--- src/rtl/mem_port_arbiter_pkg.sv ---
// Shared encodings for mem_port_arbiter: FSM states and requester ids.
// Imported by the picker and the top; no ports.
package mem_port_arbiter_pkg;

  typedef enum logic [1:0] {
    IDLE  = 2'd0,
    GRANT = 2'd1,
    WAIT  = 2'd2,
    RESP  = 2'd3
  } arb_state_e;

  localparam logic REQ_CORE   = 1'b0;
  localparam logic REQ_LOADER = 1'b1;

endpackage

--- src/rtl/mem_arb_picker.sv ---
// Winner selection for mem_port_arbiter (combinational).
// In: c_req l_req l_lock last_winner; out: valid winner. Macro MEM_ARB_ROUND_ROBIN_EN.
module mem_arb_picker
  import mem_port_arbiter_pkg::*;
(
  input  logic c_req,
  input  logic l_req,
  input  logic l_lock,
  input  logic last_winner,
  output logic valid,
  output logic winner
);

  logic c_ok;

  assign c_ok  = c_req & ~l_lock;
  assign valid = c_ok | l_req;

`ifdef MEM_ARB_ROUND_ROBIN_EN
  // On a tie, the side that did not win last time goes first.
  assign winner = (c_ok & l_req) ? ~last_winner
                : (c_ok ? REQ_CORE : REQ_LOADER);
`else
  logic unused_last;
  assign unused_last = last_winner;
  assign winner = c_ok ? REQ_CORE : REQ_LOADER;
`endif

endmodule

--- src/rtl/mem_port_arbiter.sv ---
// Two-port arbiter in front of a single-port memory, one access in flight.
// Ports: core c_*, loader l_* (+l_lock), memory m_*, status busy/owner. Macro MEM_ARB_ROUND_ROBIN_EN.
module mem_port_arbiter
  import mem_port_arbiter_pkg::*;
#(
  parameter int AW      = 32,
  parameter int DW      = 32,
  parameter int LATENCY = 1
) (
  input  logic          clk,
  input  logic          reset,
  input  logic          c_req,
  input  logic          c_we,
  input  logic [AW-1:0] c_addr,
  input  logic [DW-1:0] c_wdata,
  output logic          c_gnt,
  output logic          c_rvalid,
  output logic [DW-1:0] c_rdata,
  input  logic          l_req,
  input  logic          l_we,
  input  logic [AW-1:0] l_addr,
  input  logic [DW-1:0] l_wdata,
  output logic          l_gnt,
  output logic          l_rvalid,
  output logic [DW-1:0] l_rdata,
  input  logic          l_lock,
  output logic          m_en,
  output logic          m_we,
  output logic [AW-1:0] m_addr,
  output logic [DW-1:0] m_wdata,
  input  logic [DW-1:0] m_rdata,
  output logic          busy,
  output logic          owner
);

  if (LATENCY < 1) begin : g_lat_chk
    $error("mem_port_arbiter: LATENCY must be >= 1");
  end

  localparam int CW = (LATENCY > 1) ? $clog2(LATENCY) : 1;
  localparam logic [CW-1:0] CNT_LOAD = CW'(LATENCY - 1);

  arb_state_e    state;
  logic [CW-1:0] cnt;
  logic          pick_valid;
  logic          pick_winner;
  logic          last_winner;
  logic          sel_we;
  logic [AW-1:0] sel_addr;
  logic [DW-1:0] sel_wdata;

  assign sel_we    = pick_winner ? l_we    : c_we;
  assign sel_addr  = pick_winner ? l_addr  : c_addr;
  assign sel_wdata = pick_winner ? l_wdata : c_wdata;

  mem_arb_picker u_picker (
    .c_req       (c_req),
    .l_req       (l_req),
    .l_lock      (l_lock),
    .last_winner (last_winner),
    .valid       (pick_valid),
    .winner      (pick_winner)
  );

`ifdef MEM_ARB_ROUND_ROBIN_EN
  // Reset to loader so the core takes the first tie.
  always_ff @(posedge clk or negedge reset) begin
    if (!reset) begin
      last_winner <= REQ_LOADER;
    end else if (state == IDLE && pick_valid) begin
      last_winner <= pick_winner;
    end
  end
`else
  assign last_winner = REQ_LOADER;
`endif

  // m_addr/m_wdata double as the latched command; they hold
  // their value after GRANT until the next win.
  always_ff @(posedge clk or negedge reset) begin
    if (!reset) begin
      state    <= IDLE;
      cnt      <= '0;
      c_gnt    <= 1'b0;
      l_gnt    <= 1'b0;
      c_rvalid <= 1'b0;
      l_rvalid <= 1'b0;
      c_rdata  <= '0;
      l_rdata  <= '0;
      m_en     <= 1'b0;
      m_we     <= 1'b0;
      m_addr   <= '0;
      m_wdata  <= '0;
      busy     <= 1'b0;
      owner    <= REQ_CORE;
    end else begin
      unique case (state)
        IDLE: begin
          if (pick_valid) begin
            state   <= GRANT;
            owner   <= pick_winner;
            c_gnt   <= (pick_winner == REQ_CORE);
            l_gnt   <= (pick_winner == REQ_LOADER);
            m_en    <= 1'b1;
            m_we    <= sel_we;
            m_addr  <= sel_addr;
            m_wdata <= sel_wdata;
            busy    <= 1'b1;
          end
        end
        GRANT: begin
          state <= WAIT;
          c_gnt <= 1'b0;
          l_gnt <= 1'b0;
          m_en  <= 1'b0;
          m_we  <= 1'b0;
          cnt   <= CNT_LOAD;
        end
        WAIT: begin
          if (cnt == '0) begin
            state <= RESP;
            if (owner == REQ_CORE) begin
              c_rdata  <= m_rdata;
              c_rvalid <= 1'b1;
            end else begin
              l_rdata  <= m_rdata;
              l_rvalid <= 1'b1;
            end
          end else begin
            cnt <= cnt - 1'b1;
          end
        end
        RESP: begin
          state    <= IDLE;
          c_rvalid <= 1'b0;
          l_rvalid <= 1'b0;
          busy     <= 1'b0;
        end
        default: state <= IDLE;
      endcase
    end
  end

endmodule

--- config.mk ---
export PLATFORM = sky130hd
export DESIGN_NAME = mem_port_arbiter
export DESIGN_NICKNAME = d
export VERILOG_FILES = /design/src/rtl/mem_port_arbiter_pkg.sv /design/src/rtl/mem_arb_picker.sv /design/src/rtl/mem_port_arbiter.sv
export SDC_FILE = /design/constraint.sdc
export NUM_CORES = 1
export LEC_CHECK = 0
export ABC_AREA = 1
export BUFFER_PORTS_ARGS = -buffer_cell sky130_fd_sc_hd__buf_2
export CELL_PAD_IN_SITES_DETAIL_PLACEMENT = 0
export CELL_PAD_IN_SITES_GLOBAL_PLACEMENT = 1
export CORE_MARGIN = 10
export CORE_UTILIZATION = 34
export DETAILED_ROUTE_END_ITERATION = 6
export HOLD_SLACK_MARGIN = 0.12
export PLACE_DENSITY = 0.89
export SLEW_MARGIN = 15
export SYNTH_ARGS = -nofsm -noshare
export SYNTH_HDL_FRONTEND = slang
export SYNTH_SLANG_ARGS = --single-unit
--- constraint.sdc ---
create_clock -name clk -period 2.9 [get_ports clk]
set_input_delay 0 -clock clk [delete_from_list [all_inputs] [get_ports clk]]
set_output_delay 0 -clock clk [all_outputs]
set_load 0.05 [all_outputs]
==> impl_metrics.json <==
{
  "status": "finished, final reports clean",
  "swShare_pct": 53.4,
  "synth_seq_area_share_pct": 56.2,
  "slew-limit-headroom_pct": 29.6,
  "switching_power_uw": 6340,
  "worst-path-max-fanout": 64,
  "min_period_ns": 1.93,
  "timing_worst_slew_pin_value_ns": 1.05,
  "port_buffers": 302,
  "clkTransAtPathRegs_ns": 0.07,
  "crit_path_cell_trace": "inv_1 > ha_1 > nand2_2 > o21ai_0",
  "setup_tns_ns": 0,
  "die-area_sq_um": 23800,
  "power_total_uw": 11900,
  "clk_path_buf_depth": 2,
  "timing.critical_path.arrival_ns": 2.24,
  "timing.fmax_mhz": 517,
  "max_cap_viol_count": 0,
  "gp_congestion": 0.807,
  "largest_net_degree_at_the_start_of_global_routing": 75,
  "clock-root-buffer": "clkbuf_16",
  "setup-violations-final": 0,
  "io-pin-count": 303,
  "route.detailed.drc": 0,
  "total_leakage_power_uw": 0.00578,
  "grt_overflow_total": 0,
  "timing.critical_path.to_type": "flop",
  "path_buf_inv": 1,
  "number_of_warnings_issued_by_yosys": 0,
  "avgViaCountPerCell": 4.43,
  "placed_cells": 1285,
  "holdCritPathClass": "in -> async",
  "slew_viol_final": 0,
  "wl_per_cell_um": 14.8,
  "cell_internal_pwr_uw": 5530,
  "worstSetupStartpointType": "flop",
  "grt_pass1_vias": 6915,
  "synthToLayoutAreaGrowth_pct": 62.6,
  "row_count": 49,
  "family_with_the_most_delay_on_the_worst_path": "simple AND/OR/NAND/NOR gates",
  "grt_setup_unrepaired": "no",
  "worst_ep_required_time_ns": 3.20,
  "critical-path-max-stage-delay_ns": 0.58,
  "ys_ff_latch": 138,
  "worstSetupPathDepth": 4,
  "crit_type": "reg -> reg",
  "h-tree-depth": 4,
  "worst_clock_skew_ns": 0.00825,
  "detail_route.iter0.violations": 373,
  "synthesis.nets": 959,
  "routed_wl_mm": 22.0,
  "syn-mean-instance-area_sq_um": 7.81,
  "worstRegToRegCells": 4,
  "die-height_um": 154,
  "final_antenna_net_count": 0,
  "ir_drop_mv": 0.958,
  "cts_tree": "built",
  "layout-drive-gt1-share_pct": 27.8,
  "drt_pass1_iterations": 5,
  "clock_insertion_delay_worst_skew_ns": 0.41,
  "cts_buf_count": 17,
  "hpwl_mm": 14.7,
  "critical-path-slowest-cell": "nand2_2",
  "hold_viol": 0,
  "timing.final.crit_share_pct": 66.7,
  "synthesis.instances": 786,
  "combPwrFrac_pct": 54.0,
  "clock_sink_count": 138,
  "post_cts.resized_instances": 0,
  "power.density_nw_per_um2": 1190,
  "vias": 6567,
  "power_frac_seq_pct": 28.3,
  "grt_first_pass_wirelength_mm": 35.0,
  "coreArea_sq_um": 17800,
  "synth_cell_types": 16,
  "grt_antenna_before_repair": 1,
  "initial_utilization_pct": 34.4,
  "net_count_of_the_finished_layout": 1413,
  "clk_network_pwr_share_pct": 17.8,
  "post_layout_nonfiller_instances": 1483,
  "fp.dieW_um": 154,
  "netlist_area_sq_um": 6140,
  "fillers": 1599,
  "gr-usage-all-layers_pct": 18.0
}
-- sequential cells by signal, indices dropped and copies added, names as in the netlist --
signal	cells
m_en	1
state	2
c_gnt	1
busy	1
l_rdata	32
m_we	1
l_rvalid	1
m_wdata	32
m_addr	32
c_rvalid	1
owner	1
l_gnt	1
c_rdata	32
-- kinds of logic (layout without fill, tap and decap cells) --
family | Yosys count | in the layout | synth area share (%)
compound gates | 71 | 71 | 5.83
simple gates | 480 | 480 | 29.6
fa+ha+maj | 6 | 6 | 1.22
other cells | 0 | 1 | 0
buf+inv | 91 | 558 | 7.13
flops | 138 | 138 | 56.2
-- what timing repair did --
item / CTS / global route
hold endpoints to repair: 204 / 0
hold buffers: 165 / 0
buffers inserted: 0 / 0
-- through the flow --
step                instance area (sq um)  setup WS, ns  utilization (%)  hold slack, ns
detailed placement                   7760         0.949             43.5          0.0786
global route                         9990         0.752             56.0           0.240
CTS                                  9990         0.916             56.0           0.196
floorplan                            6140          1.44                -          -0.296
global placement                     7760          1.05             43.5          0.0734
finish                               9990         0.966             56.0           0.178
-- worst register-to-register path, delay by kind of cell (launching register included) --
family          cells  cell delay (ns)
flops               1             0.40
compound gates      1             0.48
simple gates        1             0.58
buf+inv             1             0.15
fa+ha+maj           1             0.22
-- worst paths after layout --
check                      startpoint     endpoint  slack [ns]
max                          state[0]  l_rdata[10]        0.97
max in group asynchronous       reset  m_wdata[26]        1.87
min reg2reg                m_addr[13]   m_addr[13]        0.47
min in group clk               l_lock        c_gnt        0.39
min                             reset  c_rdata[13]        0.18
max reg2reg                  state[0]  l_rdata[10]        0.97
-- cells in the mapped netlist, drive strengths merged --
master	number	area share [%]
nor2	2	0.12
nand2	475	29
nand3	3	0.24
o21ai	69	5.6
inv	52	3.2
buf	30	3.4
o22ai	2	0.20
ha	6	1.2
dfrtp	138	56
clkbuf	9	0.55
-- placed cells by master, fill, tap and decap left out, drive strengths merged --
| master | synthesis | layout |
|---|---|---|
| dfrtp | 138 | 138 |
| clkbuf | 9 | 17 |
| clkinvlp | 0 | 1 |
| nor2 | 2 | 2 |
| ha | 6 | 6 |
| dlygate4sd3 | 0 | 165 |
| nand2 | 475 | 475 |
| o22ai | 2 | 2 |
| nand3 | 3 | 3 |
| o21ai | 69 | 69 |
| clkinv | 0 | 3 |
| bufinv | 0 | 1 |
| buf | 30 | 309 |
| inv | 52 | 62 |
| diode | 0 | 1 |
-- routing by layer --
metal | track usage [%] | share of wire, % | wire length, um | up-vias
met5 | 0 | 0 | 0 | -
met4 | 7.83 | 3.1 | 683 | 0
met3 | 6.85 | 8.2 | 1800 | 41
met2 | 31.4 | 50 | 10900 | 224
met1 | 19.1 | 39 | 8570 | 3016
li1 | - | - | - | 3286
-- cell type report --
| cell class | instances | area, sq um | area share, % |
|---|---|---|---|
| clock buffers | 17 | 425 | 4.26 |
| flip-flops and latches | 138 | 3450 | 34.6 |
| inverters | 52 | 198 | 1.98 |
| clock inverters | 15 | 149 | 1.49 |
| diodes | 1 | 2.50 | 0.0251 |
| multi-input cells | 557 | 2250 | 22.6 |
| repair buffers | 474 | 3220 | 32.3 |
| well taps | 229 | 287 | 2.87 |
-- power by group through the flow --
| stage | Sequential [uW] | Combinational (uW) | Clock, uW |
|---|---|---|---|
| after floorplan | 6490 | 1500 | 0 |
| after global placement | 3350 | 6180 | 0 |
| after detailed placement | 3370 | 6260 | 0 |
| after CTS | 3350 | 6470 | 2170 |
| after global routing | 3470 | 6880 | 2250 |
| final | 3360 | 6400 | 2110 |
Power figures use the tool's default switching activity.
